==> src/rtl/lsm_sequencer.sv <==
// lsm_sequencer: decode-stage micro-sequencer that expands PowerPC lmw/stmw
// into one register-transfer micro-op per GPR (RT..31). Every other
// instruction passes through as a single micro-op. All outputs are registered.
module lsm_sequencer #(
  parameter int REGSZ = 32
) (
  input  logic             clk,
  input  logic             reset,
  input  logic             flush,
  input  logic             in_valid,
  output logic             in_ready,
  input  logic [31:0]      in_instr,
  output logic             uop_valid,
  input  logic             uop_ready,
  output logic [31:0]      uop_instr,
  output logic [4:0]       uop_rt,
  output logic [4:0]       uop_ra,
  output logic [REGSZ-1:0] uop_offset,
  output logic             uop_is_lsm,
  output logic             uop_is_store,
  output logic             uop_first,
  output logic             uop_last,
  output logic             uop_illegal,
  output logic             busy
);

  localparam logic [5:0] OP_LMW  = 6'd46;
  localparam logic [5:0] OP_STMW = 6'd47;

  typedef enum logic [0:0] {
    IDLE  = 1'b0,
    ISSUE = 1'b1
  } state_t;

  state_t state_r;

  logic [5:0] op_s;
  logic [4:0] rt_s;
  logic [4:0] ra_s;
  logic       is_lsm_s;
  logic       is_store_s;
  logic       illegal_s;
  logic       last_s;

  // Sign-extend the 16-bit displacement to the offset width.
  function automatic logic [REGSZ-1:0] sext_d(input logic [15:0] d);
    return {{(REGSZ-16){d[15]}}, d};
  endfunction

  // Decode the incoming instruction word into the fields latched on accept.
  always_comb begin
    op_s       = in_instr[31:26];
    rt_s       = in_instr[25:21];
    ra_s       = in_instr[20:16];
    is_lsm_s   = 1'b0;
    is_store_s = 1'b0;
    illegal_s  = 1'b0;
    last_s     = 1'b1;
    if ((op_s == OP_LMW) || (op_s == OP_STMW)) begin
      is_lsm_s   = 1'b1;
      is_store_s = (op_s == OP_STMW);
      // lmw that would overwrite its own base register is an invalid form
      illegal_s  = (op_s == OP_LMW) && (ra_s >= rt_s);
      last_s     = illegal_s || (rt_s == 5'd31);
    end else begin
      is_lsm_s   = 1'b0;
      is_store_s = 1'b0;
      illegal_s  = 1'b0;
      last_s     = 1'b1;
    end
  end

  // Sequencer state machine; every output is a register updated here.
  always_ff @(posedge clk) begin
    if (reset) begin
      state_r      <= IDLE;
      in_ready     <= 1'b1;
      uop_valid    <= 1'b0;
      busy         <= 1'b0;
      uop_instr    <= 32'd0;
      uop_rt       <= 5'd0;
      uop_ra       <= 5'd0;
      uop_offset   <= {REGSZ{1'b0}};
      uop_is_lsm   <= 1'b0;
      uop_is_store <= 1'b0;
      uop_first    <= 1'b0;
      uop_last     <= 1'b0;
      uop_illegal  <= 1'b0;
    end else if (flush) begin
      // Abandon the sequence; the next accept reloads every data field.
      state_r   <= IDLE;
      in_ready  <= 1'b1;
      uop_valid <= 1'b0;
      busy      <= 1'b0;
    end else begin
      case (state_r)
        IDLE: begin
          if (in_valid && in_ready) begin
            state_r      <= ISSUE;
            in_ready     <= 1'b0;
            uop_valid    <= 1'b1;
            busy         <= 1'b1;
            uop_instr    <= in_instr;
            uop_rt       <= rt_s;
            uop_ra       <= ra_s;
            uop_offset   <= sext_d(in_instr[15:0]);
            uop_is_lsm   <= is_lsm_s;
            uop_is_store <= is_store_s;
            uop_first    <= 1'b1;
            uop_last     <= last_s;
            uop_illegal  <= illegal_s;
          end else begin
            in_ready  <= 1'b1;
            uop_valid <= 1'b0;
          end
        end
        ISSUE: begin
          if (uop_ready) begin
            if (uop_last) begin
              state_r   <= IDLE;
              in_ready  <= 1'b1;
              uop_valid <= 1'b0;
              busy      <= 1'b0;
            end else begin
              // Only legal LSM steps reach here, so rt stays below 31.
              uop_rt     <= uop_rt + 5'd1;
              uop_offset <= uop_offset + REGSZ'(3'd4);
              uop_first  <= 1'b0;
              uop_last   <= (uop_rt == 5'd30);
            end
          end else begin
            uop_valid <= 1'b1;
          end
        end
        default: begin
          state_r   <= IDLE;
          in_ready  <= 1'b1;
          uop_valid <= 1'b0;
          busy      <= 1'b0;
        end
      endcase
    end
  end

endmodule

==> config.mk <==
export PLATFORM = sky130hd
export DESIGN_NAME = lsm_sequencer
export DESIGN_NICKNAME = d
export VERILOG_FILES = /design/src/rtl/lsm_sequencer.sv
export SDC_FILE = /design/constraint.sdc
export NUM_CORES = 1
export LEC_CHECK = 0
export CORE_AREA = 10 10 98 100
export CTS_BUF_LIST = sky130_fd_sc_hd__clkbuf_16
export DETAILED_ROUTE_END_ITERATION = 7
export DIE_AREA = 0 0 108 110
export GPL_ROUTABILITY_DRIVEN = 0
export GPL_TIMING_DRIVEN = 1
export PLACE_DENSITY = 0.85
export SYNTH_ARGS = -nofsm -noshare
export SYNTH_HDL_FRONTEND = slang
export SYNTH_SLANG_ARGS = --single-unit
==> constraint.sdc <==
create_clock -name clk -period 5.9 [get_ports clk]
set_input_delay 1.77 -clock clk [delete_from_list [all_inputs] [get_ports clk]]
set_output_delay 1.77 -clock clk [all_outputs]
set_load 0.01 [all_outputs]
---- Word level (Yosys, flattened, before mapping) ----
Index checks and enable logic that the tools add are counted.
storage, ports and cells
  bits of input ports ..................... 37
  latch bits .............................. 0
  register bits after elaboration ......... 83
  memory bits (read-only) ................. 0
  memories ................................ 0
  memory bits (writable) .................. 0
operators by class
  multiplexer cells ....................... 33
  $add $sub $neg .......................... 2
  reductions and logical operators ........ 10
  div/mod/pow operators ................... 0
  shift-type cells ........................ 0
  equality and inequality tests ........... 9
  multipliers ............................. 0
  bitwise gates (word level) .............. 2
  order comparisons ....................... 1
operator list
  kind                                                             count
  32-bit two-way mux                                               3
  32-bit case mux with 2 select lines                              1
  32-bit by 3-bit adder with 32-bit output, second input constant  1
  1-bit two-way mux                                                19
  5-bit two-way mux                                                3
  6-bit equality test, second input constant                       2
  1-bit case mux with 2 select lines                               6
  5-bit equality test, second input constant                       2
  5-bit case mux with 2 select lines                               1
  3-bit AND reduction                                              3
  2-bit != test, second input constant                             4
  5-bit by 1-bit adder with 5-bit output, second input constant    1
  5-bit greater-or-equal comparator                                1
  4-bit AND reduction                                              1
  3-bit != test, second input constant                             1
  1-bit logical AND                                                2
  1-bit logical OR                                                 2
  1-bit NOT                                                        2
  2-bit AND reduction                                              1
  2-bit OR reduction                                               1

---- Logic depth before layout (Yosys ltp) ----
Gate-level depths: netlist of the first run.
  depth after elaboration ................. 6
  depth in mapped cells ................... 8
  depth with buffers taken out ............ 7

---- Worst setup path before layout of the first run ----
OpenSTA, ideal clock, no wires.
  path type ............................... input -> register
  start point ............................. in flush
  end point ............................... reg uop_offset[24]
  arrival ................................. 3.086 ns
  library setup time ...................... 0.074 ns
  stages on the path ...................... 5
  slack ................................... 2.739 ns
  path buffers ............................ 2
  cell sequence ........................... buf_2 or3_1 clkbuf_1 or4_1 a31oi_1
on the way
  longest elaborated chain between the ends .. 2
RTL lines
  item                           RTL line  source
  start, declared                9         input logic flush,
  1-bit NOT (no line)            n/a
  4-bit AND reduction (no line)  n/a
  end signal, assigned           83        uop_offset <= {REGSZ{1'b0}};
  end signal, assigned           106       uop_offset <= sext_d(in_instr[15:0]);
  end signal, assigned           127       uop_offset <= uop_offset + REGSZ'(3'd4);
  end, declared                  18        output logic [REGSZ-1:0] uop_offset,
No other way between the ends.
A chain may end at the register's enable or synchronous reset.

---- Worst setup path after layout of the first run ----
  start point ............................. in in_valid
  end point ............................... reg uop_offset[12]
on the way
  longest elaborated chain between the ends .. 3
RTL lines
  item                           RTL line  source
  start, declared                10        input logic in_valid,
  1-bit logical AND              98        if (in_valid && in_ready) begin
  2-bit != test (no line)        n/a
  4-bit AND reduction (no line)  n/a
No other way between the ends.

==> results of run 1 <==
-- registers in the layout (all words and copies together), names as in the netlist --
name / count
uop_instr: 32
in_ready: 1
uop_illegal: 1
uop_first: 1
busy: 1
uop_rt: 5
uop_offset: 32
uop_last: 1
uop_is_store: 1
uop_is_lsm: 1
state_r: 1
uop_valid: 1
-- worst min-delay path by stage --
stage	from	cells past startpoint	slack (ns)	to
after global routing	uop_instr[26]$_SDFFE_PP0P_	2	0.48	uop_instr[26]$_SDFFE_PP0P_
after detailed placement	uop_instr[6]$_SDFFE_PP0P_	2	0.45	uop_instr[6]$_SDFFE_PP0P_
after floorplan	uop_instr[0]$_SDFFE_PP0P_	2	0.48	uop_instr[0]$_SDFFE_PP0P_
after global placement	uop_instr[28]$_SDFFE_PP0P_	2	0.44	uop_instr[28]$_SDFFE_PP0P_
final	uop_instr[9]$_SDFFE_PP0P_	2	0.45	uop_instr[9]$_SDFFE_PP0P_
after CTS	uop_instr[6]$_SDFFE_PP0P_	2	0.46	uop_instr[6]$_SDFFE_PP0P_
-- cell families after synthesis --
logic type	count (synthesis)
AOI/OAI and AO/OA	134
and+or+nand+nor	219
DFF	78
muxes	4
adders and majority gates	8
buffers and inverters	51
-- cells in the final DEF (no fill, tap or decap), drive strengths merged, types with 6 or more instances in the layout --
master         instances
buf                    6
a21oi                 64
and3                  10
a22oi                  6
or3                    6
nand3                 23
ha                     8
a31oi                 10
clkbuf                 9
nor2                  28
o21ai                 15
nor2b                  6
dfxtp                 78
nor3                  10
o22ai                  6
nand2                101
inv                   15
clkdlybuf4s50        117
nand4                 13
-- metal layers --
| metal | GRT usage | up-vias |
|---|---|---|
| met1 | 0.233 | 1977 |
| li1 | - | 1980 |
| met3 | 0.0784 | 19 |
| met2 | 0.336 | 181 |
| met5 | 0 | - |
| met4 | 0.0802 | 0 |
-- area by class of cell --
| class | count | area, sq um |
|---|---|---|
| fillers | 628 | 2330 |
| multi-input cells | 365 | 2070 |
| flip-flops and latches | 78 | 1560 |
| repair buffers | 123 | 1210 |
| clock buffers | 9 | 225 |
| well taps | 102 | 128 |
| inverters | 16 | 60.1 |
| clock inverters | 6 | 55.1 |
-- power by group through the flow --
| stage | registers [W] | logic, W | clock network, W |
|---|---|---|---|
| final | 0.000587 | 0.000214 | 0.000528 |
| after global routing | 0.000591 | 0.000233 | 0.000553 |
| after CTS | 0.000586 | 0.000214 | 0.000533 |
| after detailed placement | 0.000597 | 0.000213 | 0 |
| after global placement | 0.000595 | 0.000207 | 0 |
| after floorplan | 0.000604 | 0.0000904 | 0 |
-- synthesized netlist by cell type, drive strengths merged, types with 2 or more instances --
cell / instances
clkinv: 2
or4: 3
and4: 5
dfxtp: 78
mux2i: 3
o22ai: 6
a31oi: 10
o211ai: 3
ha: 8
o21ai: 15
and2: 2
a21oi: 64
o311a: 2
o2bb2ai: 3
nand2b: 2
or3: 6
nor4: 4
nor3: 10
nor2b: 6
o221a: 2
a211oi: 3
inv: 14
nand4: 13
and3: 10
nand3b: 5
a22oi: 6
clkbuf: 19
nand2: 101
a21o: 4
a221oi: 4
buf: 16
nand3: 23
nor2: 28
-- metrics by stage --
stage	hold slack [ns]	area (sq um)	instances	util
after detailed placement	0.447	5040	684	0.659
after global routing	0.477	5320	699	0.695
after CTS	0.456	5320	699	0.695
final	0.451	5320	699	0.695
after floorplan	0.481	3850	494	-
after global placement	0.441	5040	684	0.659
-- critical path: cells and delay by family --
| family | cells | cell delay, ns |
|---|---|---|
| compound gates | 1 | 0.27 |
| buf+inv | 2 | 0.82 |
| simple gates | 3 | 1.06 |
==> qor.yml, run 1 <==
yosysTopAreaCell: "dfxtp_1"
grt_setup_unrepaired: "no"
finalPower_w: 0.00133
drtIter0Drc: 308
maxUsedRoutingLayer: "met4"
path_clk_slew_ns: 0.06
p_sw_frac: 0.261
crit_slowest_cell: "nor2_2"
crit_chain: "clkdlybuf4s50_1 > nand3b_1 > nor2_2 > buf_4 > nand2_1 > a221oi_1"
portBuffers: 118
initial_core_util: 0.503
hold_path_class: "reg -> reg"
synth_top_area_frac: 0.406
slew_violations: 0
dp_hpwl_um: 8800
h-tree-depth: 3
ys_types: 56
ir_drop_uv: 149
crit_path_end: "uop_offset[12]$_SDFFE_PP0P_"
routed-wl-met2_um: 5990
combinationalPowerShare: 0.161
r2r_cells: 6
cts_max_path_buffers: 2
cts_inserted_buffers: 9
worstReg2RegStart: "state_r$_SDFF_PP0_"
yosysWarnings: 0
netlist_area_sq_um: 3850
cts_root_buf: "clkbuf_16"
synth_top_flop_cell: "dfxtp_1"
num_vias: 4157
hold_viol_final: 0
vias_per_cell: 5.95
async_reset_ff_frac: 0
cp_max_fo: 22
setup_ws_ns: 2.19
netlist_instances: 494
antenna_found_initial: 0
io_pins: 119
firstDrtPassIters: 5
yosysSeqAreaShare: 0.406
ant_nets: 0
synthMuxAreaShare: 0.0107
wl_um: 12400
cts_resized: 0
rows: 32
synth_top_family_by_area: "simple AND/OR/NAND/NOR gates"
cts.sinks: 78
setup_viol: 0
cp.required_ns: 6.12
worstReg2RegEnd: "uop_offset[12]$_SDFFE_PP0P_"
crit_path_start: "in_valid"
synth_fp_nets: 539
clock_latency_ns: 0.33
core_area_sq_um: 7650
yosys-top-cells-area: "dfxtp_1 (41%), nand2_1 (9.8%), a21oi_1 (8.3%)"
powerDensity_nw_per_um2: 250
ys_ff_latch: 78
die_h_um: 110
synthToLayoutAreaGrowth_pct: 38.1
grt_usage: 0.203
wl_met1_um: 4840
cpPeakStageDelay_ns: 0.76
syn_avg_cell_area_sq_um: 7.79
maxCapViolCount: 0
power_leakage_nw: 1.89
status: "finished, final reports clean"
tns_ns: 0
cts_tree: "done"
drcViolationCount: 0
p_switching_w: 0.000346
drive_gt1_frac: 0.0586
max_freq_ghz: 0.270
skew_ns: 0.00508
final_nets: 638
post_drt_wl_per_cell_um: 17.7
wl_met3_um: 1330
tightest_slew_ns: 0.921
antennaDiodeCount: 0
post-cts-setup-buffer-count: 0
hold_buffers: 0
critPathKind: "in -> reg"
synthAdderAreaFrac: 0.0260
synthXorXnorAreaFrac: 0
fin_crit_sh: 0.628
dp_slack_ns: 1.91
synth_edf_count: 0
grt_pass1_wl_um: 19800
clockPowerShare: 0.398
synth-simple-area-share: 0.285
die_w_um: 108
grt_overflow: 0
synth_compound_area_frac: 0.215
rrSetupSlack_ns: 3.41
grt_pass1_vias: 3962
internal_power_w: 0.000982
grt_max_degree: 79
end_kind: "flip-flop"
maxSlewHeadroom: 0.386
fin_crit_ns: 3.71
arrival_ns: 3.93
dieArea_sq_um: 11900
worstSetupStartpointType: "input pin"
seqPwrFrac: 0.442
(Power assumes the default switching activity.)
==> inputs of run 2 (changes only) <==
==> config.mk (replaced) <==
export PLATFORM = sky130hd
export DESIGN_NAME = lsm_sequencer
export DESIGN_NICKNAME = d
export VERILOG_FILES = /design/src/rtl/lsm_sequencer.sv
export SDC_FILE = /design/constraint.sdc
export NUM_CORES = 1
export LEC_CHECK = 0
export CORE_AREA = 10 10 107 109
export CTS_BUF_LIST = sky130_fd_sc_hd__clkbuf_16
export DETAILED_ROUTE_END_ITERATION = 7
export DIE_AREA = 0 0 117 119
export GPL_ROUTABILITY_DRIVEN = 0
export GPL_TIMING_DRIVEN = 1
export PLACE_DENSITY = 0.75
export SYNTH_ARGS = -nofsm -noshare
export SYNTH_HDL_FRONTEND = slang
export SYNTH_SLANG_ARGS = --single-unit
==> constraint.sdc (replaced) <==
create_clock -name clk -period 3 [get_ports clk]
set_input_delay 0.9 -clock clk [delete_from_list [all_inputs] [get_ports clk]]
set_output_delay 0.9 -clock clk [all_outputs]
set_load 0.01 [all_outputs]
==> run 2 against run 1 <==
  * Utilization shrank 12 points
  * Global-route usage shrank 2.9 points
  * Via count shrank 1.8%
  * Critical endpoint is now uop_offset[29]$_SDFFE_PP0P_
  * Sequential power grew 96%
  * Critical path type unchanged
  * Register-to-register slack lost 2.6 ns
  * Die area grew 17%
  * Wire length grew 2.0%
  * Final area grew 1.8%
  * Clock skew grew 0.0011 ns
  * Worst setup slack lost 1.8 ns
  * First-iteration DRC count shrank 0.32%
  * Final cell count grew 3.0%
==> qor.yml, run 2 (same netlist as run 1, synthesis figures left out) <==
cts_root_buf: "clkbuf_16"
die_w_um: 117
crit_slowest_cell: "clkdlybuf4s50_1"
top_regs: "uop_instr x32, uop_offset x32, uop_rt x5"
worstReg2RegEnd: "uop_offset[28]$_SDFFE_PP0P_"
end_kind: "flip-flop"
internal_power_w: 0.00195
num_vias: 4082
drtIter0Drc: 307
post_drt_wl_per_cell_um: 17.5
clockPowerShare: 0.403
synthToLayoutAreaGrowth_pct: 40.7
layout_common_cells: "clkdlybuf4s50_1 (117), nand2_1 (101), dfxtp_1 (78), a21oi_1 (63), nor2_1 (25)"
initial_core_util: 0.407
ant_nets: 0
fin_area_sq_um: 5420
setup_ws_ns: 0.397
grt_pass1_vias: 3810
cts_resized: 0
cts_inserted_buffers: 9
h-tree-depth: 3
crit_path_end: "uop_offset[29]$_SDFFE_PP0P_"
cts_tree: "done"
combinationalPowerShare: 0.161
cts_max_path_buffers: 2
cp.required_ns: 3.24
wl_um: 12600
hold_viol_final: 0
maxSlewHeadroom: 0.588
post-cts-setup-buffer-count: 0
io_pins: 119
crit_chain: "clkdlybuf4s50_1 > nand2_1 > or3_1 > or3_1 > or3_1 > o211ai_1"
status: "finished, final reports clean"
dp_slack_ns: 0.0877
cp_max_fo: 13
drive_gt1_frac: 0.0710
p_sw_frac: 0.266
grt_setup_unrepaired: "no"
antennaDiodeCount: 0
cpPeakStageDelay_ns: 0.53
setup_viol: 0
critPathKind: "in -> reg"
final_nets: 646
rrSetupSlack_ns: 0.86
hold_buffers: 0
r2r_cells: 6
maxCapViolCount: 0
arrival_ns: 2.85
p_switching_w: 0.000704
dieArea_sq_um: 13900
tightest_slew_ns: 0.615
tns_ns: 0
cpMostUsedCell: "or3_1"
worstSetupStartpointType: "input pin"
powerDensity_nw_per_um2: 490
grt_max_degree: 37
max_freq_ghz: 0.384
vias_per_cell: 5.67
ir_drop_uv: 241
drcViolationCount: 0
clock_latency_ns: 0.33
firstDrtPassIters: 6
worstReg2RegStart: "uop_offset[2]$_SDFFE_PP0P_"
slew_violations: 0
grt_overflow: 0
hold_path_class: "reg -> reg"
fin_crit_ns: 2.60
portBuffers: 118
core_area_sq_um: 9460
die_h_um: 119
mostFrequentLayoutCell: "clkdlybuf4s50_1"
cts.sinks: 78
path_clk_slew_ns: 0.06
place_area_sq_um: 5120
fin_crit_sh: 0.868
antenna_found_initial: 0
skew_ns: 0.00617
grt_usage: 0.174
power_leakage_nw: 1.93
crit_path_start: "uop_ready"
fill_cells: 850
dp_hpwl_um: 9220
seqPwrFrac: 0.436
grt_pass1_wl_um: 19900
rows: 36
[run 2: worst min path at each step]
| stage | startpoint | end | slack, ns | cells after the start |
|---|---|---|---|---|
| 3_3_place_gp | uop_instr[30]$_SDFFE_PP0P_ | uop_instr[30]$_SDFFE_PP0P_ | 0.44 | 2 |
| 6_report | uop_instr[23]$_SDFFE_PP0P_ | uop_instr[23]$_SDFFE_PP0P_ | 0.45 | 2 |
| 2_1_floorplan | uop_instr[0]$_SDFFE_PP0P_ | uop_instr[0]$_SDFFE_PP0P_ | 0.48 | 2 |
| 3_5_place_dp | uop_instr[23]$_SDFFE_PP0P_ | uop_instr[23]$_SDFFE_PP0P_ | 0.45 | 2 |
| 5_1_grt | uop_instr[23]$_SDFFE_PP0P_ | uop_instr[23]$_SDFFE_PP0P_ | 0.47 | 2 |
| 4_1_cts | uop_instr[23]$_SDFFE_PP0P_ | uop_instr[23]$_SDFFE_PP0P_ | 0.45 | 2 |
[run 2: metal layers]
metal  vias up  GRT usage  share of wire  routed length, um
met5         -          0              0                  0
met4         0     0.0526          0.019                236
met3        23     0.0477          0.089               1120
met2       180      0.276           0.47               5910
met1      1896      0.224           0.42               5350
li1       1983          -              -                  -
[run 2: stage by stage]
step | hold slack (ns) | util | power (W) | instances
floorplan | 0.481 | - | 0.00136 | 494
global placement | 0.442 | 0.542 | 0.00159 | 704
detailed placement | 0.446 | 0.542 | 0.00160 | 704
CTS | 0.455 | 0.572 | 0.00266 | 720
global route | 0.467 | 0.572 | 0.00275 | 720
finish | 0.452 | 0.572 | 0.00265 | 720
[run 2: cell type report]
type,instances,area (sq um),area share
sequential,78,1560,0.288
clock buffer,9,225,0.0416
clock inverter,7,65.1,0.0120
inverter,16,60.1,0.0111
tap,114,143,0.0263
timing repair buffer,131,1290,0.238
multi-input combinational,365,2070,0.383
[run 2: power by group through the flow]
| stage | registers [W] | clock network [W] | logic, W |
|---|---|---|---|
| after floorplan | 0.00119 | 0 | 0.000178 |
| after global placement | 0.00117 | 0 | 0.000420 |
| after detailed placement | 0.00118 | 0 | 0.000428 |
| after CTS | 0.00115 | 0.00108 | 0.000431 |
| after global routing | 0.00116 | 0.00112 | 0.000466 |
| final | 0.00115 | 0.00107 | 0.000428 |
[run 2: critical path: cells and delay by family]
family	cells	cell delay, ns
AO/OA/AOI/OAI	1	0.10
buffers and inverters	1	0.53
AND/OR/NAND/NOR	4	1.33
